$ cat config.mk
export PLATFORM = sky130hd
export DESIGN_NAME = video_timing_receiver_flat
export DESIGN_NICKNAME = d
export VERILOG_FILES = /design/src/rtl/video_rx_pkg.sv /design/src/rtl/video_timing_receiver_if.sv /design/src/rtl/video_timing_measure.sv /design/src/rtl/video_timing_receiver.sv /design/src/flat_wrapper.sv
export SDC_FILE = /design/constraint.sdc
export NUM_CORES = 1
export LEC_CHECK = 0
export BUFFER_PORTS_ARGS = -buffer_cell sky130_fd_sc_hd__buf_2
export CAP_MARGIN = 30
export CORE_MARGIN = 4
export CORE_UTILIZATION = 55
export CTS_CLUSTER_DIAMETER = 100
export CTS_CLUSTER_SIZE = 24
export DETAILED_ROUTE_END_ITERATION = 10
export HOLD_SLACK_MARGIN = 0.12
export PLACE_DENSITY = 0.85
export REMOVE_ABC_BUFFERS = 1
export SLEW_MARGIN = 20
export SYNTH_ARGS = -nofsm -noshare
export SYNTH_HDL_FRONTEND = slang
export SYNTH_SLANG_ARGS = --single-unit
$ cat constraint.sdc
create_clock -name clk -period 13.4 [get_ports clk]
set_input_delay 2.68 -clock clk [delete_from_list [all_inputs] [get_ports clk]]
set_output_delay 2.68 -clock clk [all_outputs]
set_load 0.05 [all_outputs]
$ cat src/rtl/video_rx_pkg.sv
// Shared types for the video timing receiver: counter width, FSM states,
// measurement record and the output pixel pipeline record.
package video_rx_pkg;

   localparam int CW = 12;
   localparam logic [CW-1:0] CNT_MAX = '1;

   typedef enum logic [1:0] {
      ST_SEARCH = 2'd0,
      ST_TRACK  = 2'd1,
      ST_LOCKED = 2'd2
   } vrx_state_e;

   typedef struct packed {
      logic [CW-1:0] h_total;
      logic [CW-1:0] h_active;
      logic [CW-1:0] v_total;
      logic [CW-1:0] v_active;
   } vrx_meas_t;

   typedef struct packed {
      logic          valid;
      logic          sof;
      logic [CW-1:0] x;
      logic [CW-1:0] y;
      logic [7:0]    r;
      logic [7:0]    g;
      logic [7:0]    b;
   } vrx_pix_t;

   // Counters stick at full scale instead of wrapping.
   function automatic logic [CW-1:0] sat_inc(input logic [CW-1:0] v);
      return (v == CNT_MAX) ? v : v + 1'b1;
   endfunction

endpackage

$ cat src/rtl/video_timing_receiver_if.sv
// Video input bus plus captured-pixel / measurement outputs.
interface video_timing_receiver_if;

   logic                         i_pix_en;
   logic                         i_hsync;
   logic                         i_vsync;
   logic                         i_de;
   logic [7:0]                   i_r;
   logic [7:0]                   i_g;
   logic [7:0]                   i_b;
   logic [7:0]                   o_r;
   logic [7:0]                   o_g;
   logic [7:0]                   o_b;
   logic [video_rx_pkg::CW-1:0]  o_x;
   logic [video_rx_pkg::CW-1:0]  o_y;
   logic                         o_valid;
   logic                         o_sof;
   logic [video_rx_pkg::CW-1:0]  o_h_total;
   logic [video_rx_pkg::CW-1:0]  o_h_active;
   logic [video_rx_pkg::CW-1:0]  o_v_total;
   logic [video_rx_pkg::CW-1:0]  o_v_active;
   logic                         o_locked;
   logic                         o_err;

   // Video source side
   modport master (
      output i_pix_en, i_hsync, i_vsync, i_de, i_r, i_g, i_b,
      input  o_r, o_g, o_b, o_x, o_y, o_valid, o_sof,
             o_h_total, o_h_active, o_v_total, o_v_active, o_locked, o_err
   );

   // Receiver side
   modport slave (
      input  i_pix_en, i_hsync, i_vsync, i_de, i_r, i_g, i_b,
      output o_r, o_g, o_b, o_x, o_y, o_valid, o_sof,
             o_h_total, o_h_active, o_v_total, o_v_active, o_locked, o_err
   );

endinterface

$ cat src/rtl/video_timing_measure.sv
// Edge detection, line/pixel/frame counters and measurement latches.
// Sync inputs are normalised to active-high so the history resets to 0.
module video_timing_measure
   import video_rx_pkg::*;
#(
   parameter logic SYNC_POL = 1'b1,
   parameter int   WDOG_PIX = 4095
) (
   input  logic          clk,
   input  logic          reset,
   input  logic          pix_en,
   input  logic          hsync,
   input  logic          vsync,
   input  logic          de,
   output logic          vs_edge,
   output logic          wdog,
   output logic          pix_de,
   output logic [CW-1:0] x,
   output logic [CW-1:0] y,
   output vrx_meas_t     meas_new,
   output vrx_meas_t     meas
);

   localparam logic [CW-1:0] WDOG_LAST = CW'(WDOG_PIX - 1);

   logic          hs_act, vs_act, hs_lead, de_lead, de_trail;
   logic          hs_prev_q, hs_prev_d, vs_prev_q, vs_prev_d, de_prev_q, de_prev_d;
   logic [CW-1:0] hcnt_q, hcnt_d, x_q, x_d;
   logic [CW-1:0] hs_lines_q, hs_lines_d, hs_lines_nx;
   logic [CW-1:0] de_lines_q, de_lines_d, de_lines_nx;
   logic [CW-1:0] h_total_q, h_total_d, h_active_q, h_active_d;
   vrx_meas_t     meas_q, meas_d;

   // Edge detection, counter advance and latch selection for one strobe
   always_comb begin
      hs_act   = (hsync == SYNC_POL);
      vs_act   = (vsync == SYNC_POL);
      hs_lead  = pix_en &  hs_act & ~hs_prev_q;
      vs_edge  = pix_en &  vs_act & ~vs_prev_q;
      de_lead  = pix_en &  de     & ~de_prev_q;
      de_trail = pix_en & ~de     &  de_prev_q;
      // fires once, on the strobe where hcnt would reach WDOG_PIX
      wdog     = pix_en & ~hs_lead & (hcnt_q == WDOG_LAST);
      pix_de   = pix_en & de;

      hs_prev_d = hs_prev_q;
      vs_prev_d = vs_prev_q;
      de_prev_d = de_prev_q;
      hcnt_d    = hcnt_q;
      x_d       = x_q;
      if (pix_en) begin
         hs_prev_d = hs_act;
         vs_prev_d = vs_act;
         de_prev_d = de;
         hcnt_d    = hs_lead ? '0 : sat_inc(hcnt_q);
         x_d       = de_lead ? '0 : sat_inc(x_q);
      end

      h_total_d   = hs_lead  ? sat_inc(hcnt_q)     : h_total_q;
      h_active_d  = de_trail ? sat_inc(x_q)        : h_active_q;
      // an hsync edge coincident with vsync still belongs to the ending frame
      hs_lines_nx = hs_lead  ? sat_inc(hs_lines_q) : hs_lines_q;
      de_lines_nx = de_trail ? sat_inc(de_lines_q) : de_lines_q;

      meas_new.h_total  = h_total_d;
      meas_new.h_active = h_active_d;
      meas_new.v_total  = hs_lines_nx;
      meas_new.v_active = de_lines_nx;

      meas_d     = meas_q;
      hs_lines_d = hs_lines_nx;
      de_lines_d = de_lines_nx;
      if (vs_edge) begin
         meas_d     = meas_new;
         hs_lines_d = '0;
         de_lines_d = '0;
      end

      x    = x_d;
      y    = de_lines_q;
      meas = meas_q;
   end

   // Counter, history and measurement state
   always_ff @(posedge clk or posedge reset) begin
      if (reset) begin
         hs_prev_q  <= 1'b0;
         vs_prev_q  <= 1'b0;
         de_prev_q  <= 1'b0;
         hcnt_q     <= '0;
         x_q        <= '0;
         hs_lines_q <= '0;
         de_lines_q <= '0;
         h_total_q  <= '0;
         h_active_q <= '0;
         meas_q     <= '0;
      end else begin
         hs_prev_q  <= hs_prev_d;
         vs_prev_q  <= vs_prev_d;
         de_prev_q  <= de_prev_d;
         hcnt_q     <= hcnt_d;
         x_q        <= x_d;
         hs_lines_q <= hs_lines_d;
         de_lines_q <= de_lines_d;
         h_total_q  <= h_total_d;
         h_active_q <= h_active_d;
         meas_q     <= meas_d;
      end
   end

endmodule

$ cat src/rtl/video_timing_receiver.sv
// Video timing receiver: lock FSM over per-frame measurements and a
// two-stage capture pipeline for active pixels.
module video_timing_receiver
   import video_rx_pkg::*;
#(
   parameter logic SYNC_POL    = 1'b1,
   parameter int   LOCK_FRAMES = 2,
   parameter int   WDOG_PIX    = 4095
) (
   input  logic                    clk,
   input  logic                    reset,
   video_timing_receiver_if.slave  vif
);

   localparam logic [3:0] LOCK_N = 4'(LOCK_FRAMES);

   logic          vs_edge, wdog, pix_de, meas_eq;
   logic [CW-1:0] x, y;
   vrx_meas_t     meas_new, meas;

   vrx_state_e    state_q, state_d;
   logic [3:0]    match_q, match_d;
   logic          first_q, first_d, err_q, err_d;
   vrx_meas_t     ref_q, ref_d;
   vrx_pix_t      s1_q, s1_d, s2_q;

   video_timing_measure #(
      .SYNC_POL (SYNC_POL),
      .WDOG_PIX (WDOG_PIX)
   ) u_measure (
      .clk      (clk),
      .reset    (reset),
      .pix_en   (vif.i_pix_en),
      .hsync    (vif.i_hsync),
      .vsync    (vif.i_vsync),
      .de       (vif.i_de),
      .vs_edge  (vs_edge),
      .wdog     (wdog),
      .pix_de   (pix_de),
      .x        (x),
      .y        (y),
      .meas_new (meas_new),
      .meas     (meas)
   );

   // Lock FSM: compare each frame's measurements against a reference.
   // Every entry into TRACK re-acquires the reference from the next frame.
   always_comb begin
      state_d = state_q;
      match_d = match_q;
      first_d = first_q;
      ref_d   = ref_q;
      err_d   = 1'b0;
      meas_eq = (meas_new == ref_q);
      if (wdog) begin
         state_d = ST_SEARCH;
         match_d = '0;
         first_d = 1'b1;
         err_d   = (state_q == ST_LOCKED);
      end else if (vs_edge) begin
         case (state_q)
            ST_SEARCH: begin
               state_d = ST_TRACK;
               match_d = '0;
               first_d = 1'b1;
            end
            ST_TRACK: begin
               if (first_q || !meas_eq) begin
                  ref_d   = meas_new;
                  match_d = '0;
                  first_d = 1'b0;
               end else begin
                  match_d = match_q + 4'd1;
                  if (match_d == LOCK_N) state_d = ST_LOCKED;
               end
            end
            ST_LOCKED: begin
               if (!meas_eq) begin
                  state_d = ST_TRACK;
                  match_d = '0;
                  first_d = 1'b1;
                  err_d   = 1'b1;
               end
            end
            default: state_d = ST_SEARCH;
         endcase
      end
   end

   // Stage 1 capture: only in-window active pixels while locked; zero otherwise
   always_comb begin
      s1_d = '0;
      if (pix_de && (state_q == ST_LOCKED) &&
          (x < meas.h_active) && (y < meas.v_active)) begin
         s1_d.valid = 1'b1;
         s1_d.sof   = (x == '0) && (y == '0);
         s1_d.x     = x;
         s1_d.y     = y;
         s1_d.r     = vif.i_r;
         s1_d.g     = vif.i_g;
         s1_d.b     = vif.i_b;
      end
   end

   // FSM state, reference and pixel pipeline registers
   always_ff @(posedge clk or posedge reset) begin
      if (reset) begin
         state_q <= ST_SEARCH;
         match_q <= '0;
         first_q <= 1'b1;
         ref_q   <= '0;
         err_q   <= 1'b0;
         s1_q    <= '0;
         s2_q    <= '0;
      end else begin
         state_q <= state_d;
         match_q <= match_d;
         first_q <= first_d;
         ref_q   <= ref_d;
         err_q   <= err_d;
         s1_q    <= s1_d;
         s2_q    <= s1_q;
      end
   end

   assign vif.o_valid    = s2_q.valid;
   assign vif.o_sof      = s2_q.sof;
   assign vif.o_x        = s2_q.x;
   assign vif.o_y        = s2_q.y;
   assign vif.o_r        = s2_q.r;
   assign vif.o_g        = s2_q.g;
   assign vif.o_b        = s2_q.b;
   assign vif.o_h_total  = meas.h_total;
   assign vif.o_h_active = meas.h_active;
   assign vif.o_v_total  = meas.v_total;
   assign vif.o_v_active = meas.v_active;
   assign vif.o_locked   = (state_q == ST_LOCKED);
   assign vif.o_err      = err_q;

endmodule

$ cat src/flat_wrapper.sv
// flat-port wrapper written by rule: the top's interface ports become plain ports
module video_timing_receiver_flat import video_rx_pkg::*;
#(
   parameter logic SYNC_POL    = 1'b1,
   parameter int   LOCK_FRAMES = 2,
   parameter int   WDOG_PIX    = 4095
)
  (clk, reset, vif_i_pix_en, vif_i_hsync, vif_i_vsync, vif_i_de, vif_i_r, vif_i_g, vif_i_b, vif_o_r, vif_o_g, vif_o_b, vif_o_x, vif_o_y, vif_o_valid, vif_o_sof, vif_o_h_total, vif_o_h_active, vif_o_v_total, vif_o_v_active, vif_o_locked, vif_o_err);
  video_timing_receiver_if vif_i ();
  input  logic clk;
  input  logic reset;
  input wire logic [$bits(vif_i.i_pix_en)-1:0] vif_i_pix_en;
  input wire logic [$bits(vif_i.i_hsync)-1:0] vif_i_hsync;
  input wire logic [$bits(vif_i.i_vsync)-1:0] vif_i_vsync;
  input wire logic [$bits(vif_i.i_de)-1:0] vif_i_de;
  input wire logic [$bits(vif_i.i_r)-1:0] vif_i_r;
  input wire logic [$bits(vif_i.i_g)-1:0] vif_i_g;
  input wire logic [$bits(vif_i.i_b)-1:0] vif_i_b;
  output wire logic [$bits(vif_i.o_r)-1:0] vif_o_r;
  output wire logic [$bits(vif_i.o_g)-1:0] vif_o_g;
  output wire logic [$bits(vif_i.o_b)-1:0] vif_o_b;
  output wire logic [$bits(vif_i.o_x)-1:0] vif_o_x;
  output wire logic [$bits(vif_i.o_y)-1:0] vif_o_y;
  output wire logic [$bits(vif_i.o_valid)-1:0] vif_o_valid;
  output wire logic [$bits(vif_i.o_sof)-1:0] vif_o_sof;
  output wire logic [$bits(vif_i.o_h_total)-1:0] vif_o_h_total;
  output wire logic [$bits(vif_i.o_h_active)-1:0] vif_o_h_active;
  output wire logic [$bits(vif_i.o_v_total)-1:0] vif_o_v_total;
  output wire logic [$bits(vif_i.o_v_active)-1:0] vif_o_v_active;
  output wire logic [$bits(vif_i.o_locked)-1:0] vif_o_locked;
  output wire logic [$bits(vif_i.o_err)-1:0] vif_o_err;
  assign vif_i.i_pix_en = vif_i_pix_en;
  assign vif_i.i_hsync = vif_i_hsync;
  assign vif_i.i_vsync = vif_i_vsync;
  assign vif_i.i_de = vif_i_de;
  assign vif_i.i_r = vif_i_r;
  assign vif_i.i_g = vif_i_g;
  assign vif_i.i_b = vif_i_b;
  assign vif_o_r = vif_i.o_r;
  assign vif_o_g = vif_i.o_g;
  assign vif_o_b = vif_i.o_b;
  assign vif_o_x = vif_i.o_x;
  assign vif_o_y = vif_i.o_y;
  assign vif_o_valid = vif_i.o_valid;
  assign vif_o_sof = vif_i.o_sof;
  assign vif_o_h_total = vif_i.o_h_total;
  assign vif_o_h_active = vif_i.o_h_active;
  assign vif_o_v_total = vif_i.o_v_total;
  assign vif_o_v_active = vif_i.o_v_active;
  assign vif_o_locked = vif_i.o_locked;
  assign vif_o_err = vif_i.o_err;
  video_timing_receiver #(.SYNC_POL(SYNC_POL), .LOCK_FRAMES(LOCK_FRAMES), .WDOG_PIX(WDOG_PIX)) u_core (.clk(clk), .reset(reset), .vif(vif_i));
endmodule
==> impl_metrics.toml <==
[clock_tree]
path_clk_slew_ps = 90
post_cts_buffers = 0
cts_buffer_depth = 3
holdBufCountCts = 0
cts_made_buffers = 15
cts_root_buf = "clkbuf_16"
cts_tree = "done"
clock_latency_ps = 500
cts.sinks = 279
htree_levels = 1
ctsResizeCount = 0

[place]
dp_cells = 1686
place.gp.congestion = 0.920
port_buffers = 129
dp_hpwl_um = 23300

[finish]
layout_commonest_cell = "dfrtp_1"
layout_common_cells = "278 x dfrtp_1, 139 x nand2_1, 129 x buf_2, 92 x o21ai_0, 76 x inv_1"
final_cells = 1710
syn_to_final_growth_pct = 9.68
num_antenna_cells = 0
final_nets = 1447
drive_gt1_frac = 0.138
nFillCells = 1943

[logic_synthesis]
synth_area_leaders = "dfrtp_1 53%, nand2_1 3.9%, o21ai_0 3.5%"
synth_edf_count = 0
avgSynthCellArea_um2 = 10.2
async_reset_ff_frac = 1.00
yosysTopAreaCell = "dfrtp_1"
synth_area_um2 = 13200
synth-main-ff-cell = "dfrtp_1"
synth_top_area_frac = 0.525
ys_types = 82
syn_inst = 1299
yosys_warnings = 0
ys_ff_latch = 279
yosysSeqAreaShare = 0.527

[grt]
grt_max_degree = 122
globalRouteTotalUtil = 0.245
grt_first_pass_wirelength_um = 53000
overflow = 0
grt_pass1_vias = 9917
antenna_found_initial = 0

[power_and_ir_drop]
vdd_ir_drop_max_v = 0.000142
power_density_nw_per_um2 = 135
leakage_uw = 0.00715

[run_status]
outcome = "complete, no violations"

[floorplan]
die_h_um = 163
die_w_um = 163
floorplan.initialDensity = 0.561
dieArea_um2 = 26600
core_um2 = 23600
num_io_pins = 130
row_count = 56

[setup_path]
critPathLaunchType = "input pin"
slowest_stage = "and3b_1"
cp-startpoint = "vif_i_pix_en"
end_kind = "flip-flop"
worstPathCellList = "buf_2, and3b_1, nand4_1, nand3_1, nand4_1, a2111oi_0, nand4_1, nor4_2, nand2_2, o21ai_4, buf_4, mux2_1"
r2r-start = "u_core.u_measure.hs_lines_q[0]$_DFF_PP0_"
reg2reg_slack_ps = 8680
crit_family = "simple AND/OR/NAND/NOR gates"
path_buf_inv = 2
path_common_cell = "nand4_1"
critPathMaxStageDelay_ps = 750
cp.arrival_ps = 7200
worstPathRequired_ps = 13770
crit_fanout = 48
worstSetupPathType = "input pin to flip-flop"

[sta]
maxSlewHeadroom = 0.408
hold_violations = 0
tightestPinTransition_ps = 885
setup_viol = 0
fin_skew_ps = 19.8
fin_crit_ps = 6830
grt_setup_unrepaired = "false"
finalCritPeriodShare = 0.510
maxSlewViolCount = 0
max_freq_ghz = 0.146
tns_ps = 0

[hold_path]
hold_class = "flip-flop to flip-flop"
hp-start = "u_core.s1_q[46]$_DFF_PP0_"

[drt]
drtAntennaViolNets = 0
wl_per_cell_um = 19.1
firstDrtPassIters = 6
drtIter0Drc = 1173
vias_per_cell = 6.03
drcViolationCount = 0
routed_wirelength_um = 32700
vias = 10304

[flow_run]
maxCapViolations = 0
[layout make-up]
cell class,instances,area (µm²),area share
multi-input combinational,874,5660,0.390
tap,319,399,0.0275
clock inverter,2,17.5,0.00121
timing repair buffer,140,783,0.0539
sequential,279,6980,0.481
clock buffer,19,390,0.0269
inverter,77,297,0.0204
[flip-flops by register name, indices dropped and copies added, names as in the netlist, 4 cells and up]
name / cells
u_core.u_measure.meas: 48
u_core.vif.o_b: 8
u_core.u_measure.x_q: 12
u_core.u_measure.hs_lines_q: 12
u_core.vif.o_r: 8
u_core.vif.o_y: 12
u_core.match_q: 4
u_core.u_measure.h_active_q: 12
u_core.vif.o_x: 12
u_core.vif.o_g: 8
u_core.s1_q: 50
u_core.u_measure.y: 12
u_core.ref_q: 48
u_core.u_measure.h_total_q: 12
u_core.u_measure.hcnt_q: 12
[per-stage QoR]
step                      hold WS, ps  total power, µW   util  worst slack [ps]  area [µm²]
final                             352             1960  0.615              6570       14500
after global placement            331             1480  0.594              6220       14000
after global routing              360             2060  0.615              6240       14500
after detailed placement          335             1500  0.595              6060       14100
after CTS                         351             1970  0.612              6580       14500
after floorplan                   331             1340      -              3030       12900
[synthesized netlist by cell type (4+ instances only)]
| cell | count |
|---|---|
| or2_2 | 6 |
| nand4b_1 | 5 |
| or3_1 | 10 |
| nand3_1 | 49 |
| nor4_1 | 18 |
| nand2b_1 | 8 |
| buf_4 | 6 |
| mux2_1 | 21 |
| a211oi_1 | 4 |
| a311oi_1 | 4 |
| o21ai_0 | 92 |
| and4_1 | 14 |
| and3_1 | 23 |
| nor2_1 | 76 |
| o2111ai_1 | 5 |
| buf_1 | 5 |
| nand4_1 | 33 |
| mux2i_1 | 40 |
| inv_1 | 77 |
| a2111oi_0 | 6 |
| clkbuf_1 | 31 |
| xnor2_1 | 29 |
| xor2_1 | 18 |
| a31oi_1 | 13 |
| o31ai_1 | 8 |
| o211ai_1 | 9 |
| ha_1 | 30 |
| a21oi_1 | 39 |
| nand2_1 | 139 |
| dfrtp_1 | 278 |
| buf_2 | 24 |
| a21o_1 | 11 |
| nor2b_1 | 8 |
| o31a_1 | 4 |
| a41oi_1 | 4 |
| nor3_1 | 27 |
| and2_1 | 51 |
[power breakdown]
part           internal (µW)  switching [µW]
clock                    210             264
sequential               919            88.7
combinational            164             318
[per-layer routing]
| layer | track usage | wire length, µm | vias up |
|---|---|---|---|
| li1 | - | - | 4742 |
| met1 | 0.339 | 13700 | 4987 |
| met2 | 0.400 | 15400 | 495 |
| met3 | 0.0421 | 2540 | 80 |
| met4 | 0.0732 | 1050 | 0 |
| met5 | 0 | 0 | - |
[path summary, 6_finish.rpt]
kind	to	cells after the start
max reg2reg	u_core.ref_q[39]$_DFFE_PP0P_	12
min reg2reg	u_core.vif.o_x[10]$_DFF_PP0_	0
max	u_core.ref_q[39]$_DFFE_PP0P_	12
max in group asynchronous	u_core.first_q$_DFFE_PP1P_	4
min	u_core.vif.o_x[10]$_DFF_PP0_	0
min in group asynchronous	u_core.u_measure.meas[34]$_DFFE_PP0P_	2
[logic make-up (layout without fill, tap and decap cells)]
group / after synthesis / in the layout / share of synthesized area
and+or+nand+nor: 491 / 491 / 0.196
DFF: 279 / 279 / 0.527
AOI/OAI and AO/OA: 242 / 242 / 0.119
buffers and inverters: 146 / 238 / 0.0476
muxes: 64 / 64 / 0.0506
xor gates and xnor gates: 47 / 47 / 0.0311
adders and majority gates: 30 / 30 / 0.0283
Note: power is estimated with default switching activity, not from simulation.
